File: src/rtl/seq_divider_16bit_pkg.sv
// Shared definitions for the sequential 16-bit divider: operand width,
// iteration-counter width and FSM state encodings.
package seq_divider_16bit_pkg;

  localparam int unsigned DIV_WIDTH = 16;
  localparam int unsigned DIV_CNT_W = 5;

  typedef enum logic [1:0] {
    S_IDLE = 2'd0,
    S_RUN  = 2'd1,
    S_DONE = 2'd2
  } div_state_t;

endpackage : seq_divider_16bit_pkg

File: src/rtl/seq_divider_16bit_sub.sv
// cla_subtractor_16: 16-bit carry-lookahead adder with a lookahead carry unit,
// wired as a subtractor (diff = a - b via a + ~b + 1).
// Ports:
//   a          in  16  minuend
//   b          in  16  subtrahend
//   diff       out 16  a - b (modulo 2^16)
//   no_borrow  out 1   adder carry-out; 1 when a >= b
module cla_subtractor_16
  import seq_divider_16bit_pkg::*;
(
  input  logic [DIV_WIDTH-1:0] a,
  input  logic [DIV_WIDTH-1:0] b,
  output logic [DIV_WIDTH-1:0] diff,
  output logic                 no_borrow
);

  logic [DIV_WIDTH-1:0] b_n;
  logic [DIV_WIDTH-1:0] g;
  logic [DIV_WIDTH-1:0] p;
  logic [DIV_WIDTH-1:0] c;
  logic [3:0]           grp_g;
  logic [3:0]           grp_p;
  logic [4:0]           grp_c;

  // Bit generate/propagate, 4-bit group lookahead, LCU across groups, sum.
  always_comb begin
    b_n = ~b;
    g   = a & b_n;
    p   = a ^ b_n;
    c   = '0;

    for (int k = 0; k < 4; k++) begin
      grp_g[k] = g[4*k+3]
               | (p[4*k+3] & g[4*k+2])
               | (p[4*k+3] & p[4*k+2] & g[4*k+1])
               | (p[4*k+3] & p[4*k+2] & p[4*k+1] & g[4*k]);
      grp_p[k] = &p[4*k +: 4];
    end

    // Lookahead carry unit; c_in is tied high for subtraction.
    grp_c[0] = 1'b1;
    grp_c[1] = grp_g[0] | (grp_p[0] & grp_c[0]);
    grp_c[2] = grp_g[1] | (grp_p[1] & grp_g[0]) | (grp_p[1] & grp_p[0] & grp_c[0]);
    grp_c[3] = grp_g[2] | (grp_p[2] & grp_g[1]) | (grp_p[2] & grp_p[1] & grp_g[0])
             | (grp_p[2] & grp_p[1] & grp_p[0] & grp_c[0]);
    grp_c[4] = grp_g[3] | (grp_p[3] & grp_g[2]) | (grp_p[3] & grp_p[2] & grp_g[1])
             | (grp_p[3] & grp_p[2] & grp_p[1] & grp_g[0])
             | (grp_p[3] & grp_p[2] & grp_p[1] & grp_p[0] & grp_c[0]);

    for (int k = 0; k < 4; k++) begin
      c[4*k]   = grp_c[k];
      c[4*k+1] = g[4*k] | (p[4*k] & grp_c[k]);
      c[4*k+2] = g[4*k+1] | (p[4*k+1] & g[4*k]) | (p[4*k+1] & p[4*k] & grp_c[k]);
      c[4*k+3] = g[4*k+2] | (p[4*k+2] & g[4*k+1]) | (p[4*k+2] & p[4*k+1] & g[4*k])
               | (p[4*k+2] & p[4*k+1] & p[4*k] & grp_c[k]);
    end

    diff      = p ^ c;
    no_borrow = grp_c[4];
  end

endmodule : cla_subtractor_16

File: src/rtl/seq_divider_16bit.sv
// seq_divider_16bit: multi-cycle unsigned restoring divider, one quotient bit
// per cycle, trial subtraction through a CLA subtractor.
// Ports:
//   clk, rst_n   clock, synchronous active-low reset
//   start        request, sampled only in IDLE
//   dividend     captured on accepted start
//   divisor      captured on accepted start
//   busy         high in RUN and DONE
//   done         one-cycle pulse, results valid from this cycle
//   quotient     held until the next op's done
//   remainder    held until the next op's done
//   div_by_zero  set with done when divisor was 0
module seq_divider_16bit
  import seq_divider_16bit_pkg::*;
#(
  parameter int unsigned WIDTH = DIV_WIDTH,
  parameter int unsigned CNT_W = DIV_CNT_W
) (
  input  logic             clk,
  input  logic             rst_n,
  input  logic             start,
  input  logic [WIDTH-1:0] dividend,
  input  logic [WIDTH-1:0] divisor,
  output logic             busy,
  output logic             done,
  output logic [WIDTH-1:0] quotient,
  output logic [WIDTH-1:0] remainder,
  output logic             div_by_zero
);

  div_state_t       state_q, state_d;
  logic [WIDTH-1:0] rem_q, rem_d;
  logic [WIDTH-1:0] quo_q, quo_d;
  logic [WIDTH-1:0] dvs_q, dvs_d;
  logic [CNT_W-1:0] cnt_q, cnt_d;
  logic [WIDTH-1:0] quotient_d, remainder_d;
  logic             busy_d, done_d, dbz_d;

  logic [WIDTH:0]   sh;
  logic [WIDTH-1:0] diff;
  logic             no_borrow;
  logic             accept;

  // Partial remainder shifted left with the next dividend bit.
  assign sh     = {rem_q, quo_q[WIDTH-1]};
  // A set sh MSB means sh > divisor even though the 16-bit subtract borrows.
  assign accept = sh[WIDTH] | no_borrow;

  cla_subtractor_16 u_sub (
    .a         (sh[WIDTH-1:0]),
    .b         (dvs_q),
    .diff      (diff),
    .no_borrow (no_borrow)
  );

  // State register.
  always_ff @(posedge clk) begin
    if (!rst_n) state_q <= S_IDLE;
    else        state_q <= state_d;
  end

  // Next-state, datapath and output next values.
  always_comb begin
    state_d     = state_q;
    rem_d       = rem_q;
    quo_d       = quo_q;
    dvs_d       = dvs_q;
    cnt_d       = cnt_q;
    quotient_d  = quotient;
    remainder_d = remainder;
    dbz_d       = div_by_zero;

    case (state_q)
      S_IDLE: begin
        if (start) begin
          if (divisor == '0) begin
            state_d     = S_DONE;
            quotient_d  = '1;
            remainder_d = dividend;
            dbz_d       = 1'b1;
          end else begin
            state_d = S_RUN;
            rem_d   = '0;
            quo_d   = dividend;
            dvs_d   = divisor;
            cnt_d   = CNT_W'(WIDTH);
            dbz_d   = 1'b0;
          end
        end
      end
      S_RUN: begin
        rem_d = accept ? diff : sh[WIDTH-1:0];
        quo_d = {quo_q[WIDTH-2:0], accept};
        cnt_d = cnt_q - CNT_W'(1);
        if (cnt_q == CNT_W'(1)) begin
          state_d     = S_DONE;
          quotient_d  = quo_d;
          remainder_d = rem_d;
        end
      end
      S_DONE:  state_d = S_IDLE;
      default: state_d = S_IDLE;
    endcase

    busy_d = (state_d != S_IDLE);
    done_d = (state_d == S_DONE);
  end

  // Datapath and registered outputs.
  always_ff @(posedge clk) begin
    if (!rst_n) begin
      rem_q       <= '0;
      quo_q       <= '0;
      dvs_q       <= '0;
      cnt_q       <= '0;
      quotient    <= '0;
      remainder   <= '0;
      div_by_zero <= 1'b0;
      busy        <= 1'b0;
      done        <= 1'b0;
    end else begin
      rem_q       <= rem_d;
      quo_q       <= quo_d;
      dvs_q       <= dvs_d;
      cnt_q       <= cnt_d;
      quotient    <= quotient_d;
      remainder   <= remainder_d;
      div_by_zero <= dbz_d;
      busy        <= busy_d;
      done        <= done_d;
    end
  end

endmodule : seq_divider_16bit

File: config.mk
export PLATFORM = sky130hd
export DESIGN_NAME = seq_divider_16bit
export DESIGN_NICKNAME = d
export VERILOG_FILES = /design/src/rtl/seq_divider_16bit_pkg.sv /design/src/rtl/seq_divider_16bit_sub.sv /design/src/rtl/seq_divider_16bit.sv
export SDC_FILE = /design/constraint.sdc
export NUM_CORES = 1
export LEC_CHECK = 0
export CORE_ASPECT_RATIO = 0.8
export CORE_MARGIN = 2
export CORE_UTILIZATION = 50
export CTS_CLUSTER_SIZE = 30
export DETAILED_ROUTE_END_ITERATION = 12
export PLACE_DENSITY = 0.75
export SLEW_MARGIN = 15
export SYNTH_ARGS = -nofsm -noshare
export SYNTH_HDL_FRONTEND = slang
export SYNTH_SLANG_ARGS = --single-unit
File: constraint.sdc
create_clock -name clk -period 4.5 [get_ports clk]
set_input_delay 0.45 -clock clk [delete_from_list [all_inputs] [get_ports clk]]
set_output_delay 0.45 -clock clk [all_outputs]
set_load 0.005 [all_outputs]
After elaboration in Yosys (flattened, before gate mapping)
Cells that the tools add are included.
Storage, ports and cells
  input port bits: 35
  flip-flop bits (word level): 90
  word-level logic and storage cells: 170
  output and inout port bits: 35
Operators by class
  muxes and demuxes: 23
  equality and inequality tests: 7
  bitwise logic cells: 117
  add/sub/neg operators: 1
  reduce and logical (&&, ||, !) cells: 12
Operators by type and width (count)
  $mux 16: 11
  $pmux 16 s2: 4
  $and 1x1->1: 65
  $or 1x1->1: 47
  $xor 16x16->16: 2
  $reduce_and 4->1: 5
  $and 16x16->16: 1
  $logic_not 16->1: 1
  $not 16->16: 1
  $mux 5: 2
  $pmux 5 s2: 1
  $ne 2x2->1 const B: 4
  $mux 2: 3
  $reduce_and 3->1: 2
  $eq 5x1->1 const B: 1
  $sub 5x1->5 const B: 1
  $pmux 2 s2: 1
  $reduce_bool 2->1: 2
  $eq 2x1->1 const B: 1
  $eq 2x2->1 const B: 1
  $logic_not 2->1: 1
  $reduce_and 2->1: 1
  $mux 1: 1
  $not 1->1: 1

Logic depth before layout (Yosys ltp)
  depth after elaboration: 16
  gate-level depth with buffers: 14

Cells and area by module
Synthesis repeated with hierarchy kept, for this count alone.
Second synthesis, totals
  cell total of the unflattened synthesis: 467
  area total of the unflattened synthesis: 4506.8 sq um
By module, submodules not included
  seq_divider_16bit: times used 1, cells an instance 372, sequential area each 1801.7 sq um, area an instance 3802.4 sq um
  cla_subtractor_16: times used 1, cells an instance 95, sequential area each 0.0 sq um, area an instance 704.4 sq um

Worst setup path after synthesis
OpenSTA, ideal clock, no wires.
  path type: register -> register
  start point: register dvs_q[2]
  end point: register remainder[13]
  stages on the path, launching flop included: 15
  path slack: 1.805 ns
  buffers on the path: 0
  period minus slack after synthesis: 2.695 ns
  arrival time: 2.559 ns
  path through: dfxtp_1 > inv_1 > ha_1 > o21ai_2 > a221oi_4 > o21a_1 > o21ai_0 > and2_1 > a21oi_1 > o21ai_0 > fa_1 > xor2_1 > nor3_1 > a31oi_1 > a31oi_1
On the way
  word-level cells in the longest chain between the ends: 15
  elaborated cells between the ends (all ways): 27
  those cells by class: mux: 3; bitwise: 23; reduce/logical: 1
Ends and longest elaborated chain
  start: declaration: RTL line seq_divider_16bit.sv:34  | logic [WIDTH-1:0] dvs_q, dvs_d;
  start signal: assignment: RTL line seq_divider_16bit.sv:124  | dvs_q <= dvs_d;
  $not 16->16 *: RTL line seq_divider_16bit_sub.sv:27  | b_n = ~b;
  $and 16x16->16 / $xor 16x16->16 (equally long branches): RTL line seq_divider_16bit_sub.sv:28, seq_divider_16bit_sub.sv:29
  $and 1x1->1 (on tied branches): RTL line seq_divider_16bit_sub.sv:34, seq_divider_16bit_sub.sv:35, seq_divider_16bit_sub.sv:36
  $or 1x1->1, or another cell as far along: RTL line seq_divider_16bit_sub.sv:34  | | (p[4*k+3] & g[4*k+2])
  $or 1x1->1 / $and 1x1->1 (equally long branches): RTL line seq_divider_16bit_sub.sv:35, seq_divider_16bit_sub.sv:36
  $or 1x1->1: RTL line seq_divider_16bit_sub.sv:36  | | (p[4*k+3] & p[4*k+2] & p[4*k+1] & g[4*k]);
  $and 1x1->1: RTL line seq_divider_16bit_sub.sv:44  | grp_c[3] = grp_g[2] | (grp_p[2] & grp_g[1]) | (grp_p[2] & grp_p[1] & grp_g[0])
  $or 1x1->1: RTL line seq_divider_16bit_sub.sv:44
  $or 1x1->1: RTL line seq_divider_16bit_sub.sv:45  | | (grp_p[2] & grp_p[1] & grp_p[0] & grp_c[0]);
  $and 1x1->1: RTL line seq_divider_16bit_sub.sv:52  | c[4*k+1] = g[4*k] | (p[4*k] & grp_c[k]);
  $or 1x1->1: RTL line seq_divider_16bit_sub.sv:52
  $xor 16x16->16: RTL line seq_divider_16bit_sub.sv:58  | diff = p ^ c;
  $mux 16 *: RTL line seq_divider_16bit.sv:92  | rem_d = accept ? diff : sh[WIDTH-1:0];
  $mux 16 *: RTL line seq_divider_16bit.sv:95  | if (cnt_q == CNT_W'(1)) begin
  $pmux 16 s2 *: RTL line seq_divider_16bit.sv:73  | case (state_q)
  end signal: assignment: RTL line seq_divider_16bit.sv:127  | remainder <= remainder_d;
  end: declaration: RTL line seq_divider_16bit.sv:27  | output logic [WIDTH-1:0] remainder,
Every way passes the cells marked *; elsewhere a longest branch is shown, timed or not. The select of a mux whose other input is x is not followed.
A chain may end at the register's enable or synchronous reset.

Worst setup path after layout
  start point: register quo_q[15]
  end point: register rem_q[13]
On the way
  word-level cells in the longest chain between the ends: 11
  elaborated cells between the ends (all ways): 19
  those cells by class: mux: 2; bitwise: 16; reduce/logical: 1
Ends and longest elaborated chain
  start: declaration: RTL line seq_divider_16bit.sv:33  | logic [WIDTH-1:0] quo_q, quo_d;
  start signal: assignment: RTL line seq_divider_16bit.sv:123  | quo_q <= quo_d;
  $and 16x16->16: RTL line seq_divider_16bit_sub.sv:28  | g = a & b_n;
  $and 1x1->1: RTL line seq_divider_16bit_sub.sv:36
  $or 1x1->1: RTL line seq_divider_16bit_sub.sv:36
  $and 1x1->1: RTL line seq_divider_16bit_sub.sv:44
  $or 1x1->1: RTL line seq_divider_16bit_sub.sv:44
  $or 1x1->1: RTL line seq_divider_16bit_sub.sv:45
  $and 1x1->1: RTL line seq_divider_16bit_sub.sv:52
  $or 1x1->1: RTL line seq_divider_16bit_sub.sv:52
  $xor 16x16->16: RTL line seq_divider_16bit_sub.sv:58
  $mux 16 *: RTL line seq_divider_16bit.sv:92
  $pmux 16 s2 *: RTL line seq_divider_16bit.sv:73
  end signal: assignment: RTL line seq_divider_16bit.sv:122  | rem_q <= rem_d;
  end: declaration: RTL line seq_divider_16bit.sv:32  | logic [WIDTH-1:0] rem_q, rem_d;
Every way passes the cells marked *; elsewhere a longest branch is shown, timed or not.

==> metrics.txt <==
Power Density=between 300 and 400 nW/um2; cells on worst reg2reg path=14; xor/xnor share of the synthesized area=around 2%; Tmin final=2.993 ns; Mapped Nets=about 570; Mapped Cells=roughly 510; Setup TNS=0 ns; Worst VDD drop=around 0.00025 V; vias in the first global route=3800; PortBufs=between 60 and 70; Clk network pwr share=29.3%; vias=about 4k; Post-Synth Adder-Cell Area=under 10%; routed length per instance=approximately 17 um; Critical Path RT=about 4.7 ns; clock slew at reported path FFs=around 0.090 ns; Sw Pwr=between 0.0006 and 0.0007 W; hold path cells=1; drt drc=0; Arr. time, crit path=approximately 3.2 ns; final slew viol count=0; die height=slightly below 90 um; global route overflow=0; commonest non-fill, non-tap cell in the layout=dfxtp_1; CP endpoint kind=flip-flop; ordered cell list for the critical path=inv_1 > ha_1 > o21ai_1 > a221oi_4 > o21a_1 > o21ai_0 > and2_1 > a21oi_1 > o21ai_0 > fa_1 > xor2_1 > nor3_1 > a31oi_1 > a21oi_1; First DRT Iteration DRCs=approximately 280; Clock Latency Late Sink=approximately 0.37 ns; Top-Level Pins=70; largest net degree at the start of global routing=between 60 and 70; first-pass GRT wire length=around 19 mm; Main synth FF type=dfxtp_1; post-place setup slack=1.329 ns; worst-path maximum fanout=4; total CTS buffers=9; CP max-delay cell=fa_1; top cell type's share of synthesized area=~41%; fraction of registers with async set/reset=0%; cts hold-fix bufs=0; Logic pwr share=28.2%; part of the power in registers=~43%; largest family of logic cells by synthesized area=compound AO/OA/AOI/OAI gates; critical setup path kind=flip-flop to flip-flop; Pleak=2.042 nW; Post-synth EDFFs=0; post-synthesis instance area=~4400 um2; clk root buf=clkbuf_8; routability cong.=0.9072; row cnt=30; n_diodes=0; clock tree buffer depth=2; Die Width=between 100 and 150 um; initial core utilization=51.65%; final worst-path cycle share=66.52%; clk_skew=approximately 0.013 ns; fin nets=between 600 and 700; worst rel slew slack=between 50% and 60%; Routed WL=around 11 mm; sequential area share after synthesis=approximately two fifths; total power=about 0.0021 W; yosys warns=0; Critical Path Start Type=flip-flop; setup ws final=1.507 ns; Mapped Avg Cell Area=approximately 8.5 um2; worst hold slack=0.4832 ns; Slew @ Worst Pin=0.6761 ns; HP Class=flip-flop to flip-flop; Max Clock Freq=between 0.3 and 0.4 GHz; status=finished, final reports clean; Resized Gates After CTS=0; RSZ-0062 raised after global routing=false; Final Setup Violations=0; area leader, netlist=dfxtp_1; Int Pwr=roughly 0.0014 W; number of antenna-violating nets in the routed design=0; Total GRT Usage=between 20% and 30%; Compound-Gate Fraction of Synth Area=21.93%; mux contribution to synthesized area=under 10%; drt pass-1 iters=5; Area Growth Syn to Fin=23.04%; Synth cell types=57; H-tree depth=3; final hold vios=0; layout cell share with drive strength beyond 1=under 10%; Die ar.=9533 um2; CTS tree=yes; DP HPWL=between 8 and 9 mm; post-CTS setup buffers=0; commonest cells after routing, fill and taps aside=dfxtp_1, clkdlybuf4s50_1, nand2_1; CP max stage delay=0.39 ns; core box area=~8500 um2; Switching Share=between 30% and 40%; Synth area leaders=dfxtp_1, nand2_1, nor2_1; Max-Cap Viols=0; # clock sinks=90; FF+latch count, synth=90; simple-gate share of the synthesized area=17.90%; initial antenna violation count=0; vias per inst=between 5 and 6
==> kinds of logic after synthesis <==
family / count (synthesis)
AND/OR/NAND/NOR: 177
buffers and inverters: 59
XOR/XNOR: 10
multiplexers: 22
flip-flops: 90
adder cells (fa/ha/maj): 22
AO/OA/AOI/OAI: 134
==> cell type report <==
cell class | count | area (um2)
clock buffer | 9 | 123.9
clock inverter | 7 | 93.84
fill | 770 | 3092
inverter | 28 | 105.1
multi-input combinational | 365 | 2361
sequential | 90 | 1802
tap | 112 | 140.1
timing repair buffer | 79 | 765.7
==> stage by stage <==
step | instance area [um2] | util, % | std cells
floorplan | 4382 | - | 514
global placement | 5174 | 60.99 | 674
detailed placement | 5174 | 60.99 | 674
CTS | 5391 | 63.55 | 690
global route | 5391 | 63.55 | 690
finish | 5391 | 63.55 | 690
==> metal layers <==
metal	share of wire (%)	routed length, um	GRT usage, %
met1	48	5500	35.66
met2	44	5015	39.20
met3	6.5	747	5.804
met5	0	0	0
met4	1.4	156	7.925
==> worst max-delay path: cells and delay by family (launching register included) <==
kind / cells / cell delay [ns]
AO/OA/AOI/OAI: 8 / 1.36
AND/OR/NAND/NOR: 2 / 0.25
buffers and inverters: 1 / 0.07
XOR/XNOR: 1 / 0.14
flip-flops: 1 / 0.37
adder cells (fa/ha/maj): 2 / 0.68
==> synth_stat cells, drive strengths merged (2+ instances only) <==
cell	count
buf	9
nand4	2
clkbuf	22
a221oi	2
nor4	4
inv	28
a31oi	17
xnor2	3
a21oi	23
a311oi	16
xor2	7
and3	2
o21a	2
a211oi	18
a31o	2
o21ai	31
nand3	3
a22o	5
mux2i	22
nor3	16
fa	3
ha	19
nor4b	2
nand2b	7
and2	4
o2bb2ai	5
nor2	64
nand2	67
dfxtp	90
nand3b	2
a32o	2
==> path summary, 6_finish.rpt <==
kind	start	to	slack (ns)
hold / removal	remainder[11]	remainder[11]	0.48
setup reg to reg	quo_q[15]	rem_q[13]	1.51
setup / recovery	quo_q[15]	rem_q[13]	1.51
hold reg to reg	remainder[11]	remainder[11]	0.48
==> power by group through the flow <==
stage | Combinational (W) | Clock [W] | Sequential [W]
2_1_floorplan | 0.000425 | 0 | 0.000891
3_3_place_gp | 0.000567 | 0 | 0.000899
3_5_place_dp | 0.000577 | 0 | 0.000900
4_1_cts | 0.000581 | 0.000616 | 0.000882
5_1_grt | 0.000645 | 0.000647 | 0.000889
6_report | 0.000585 | 0.000608 | 0.000882
==> flip-flops by register name, indices dropped and copies added, names as in the netlist <==
name / flops
quo_q: 16
remainder: 16
done: 1
div_by_zero: 1
quotient: 16
cnt_q: 5
rem_q: 16
dvs_q: 16
state_q: 2
busy: 1
No activity file was read; power rests on OpenSTA's default activity.
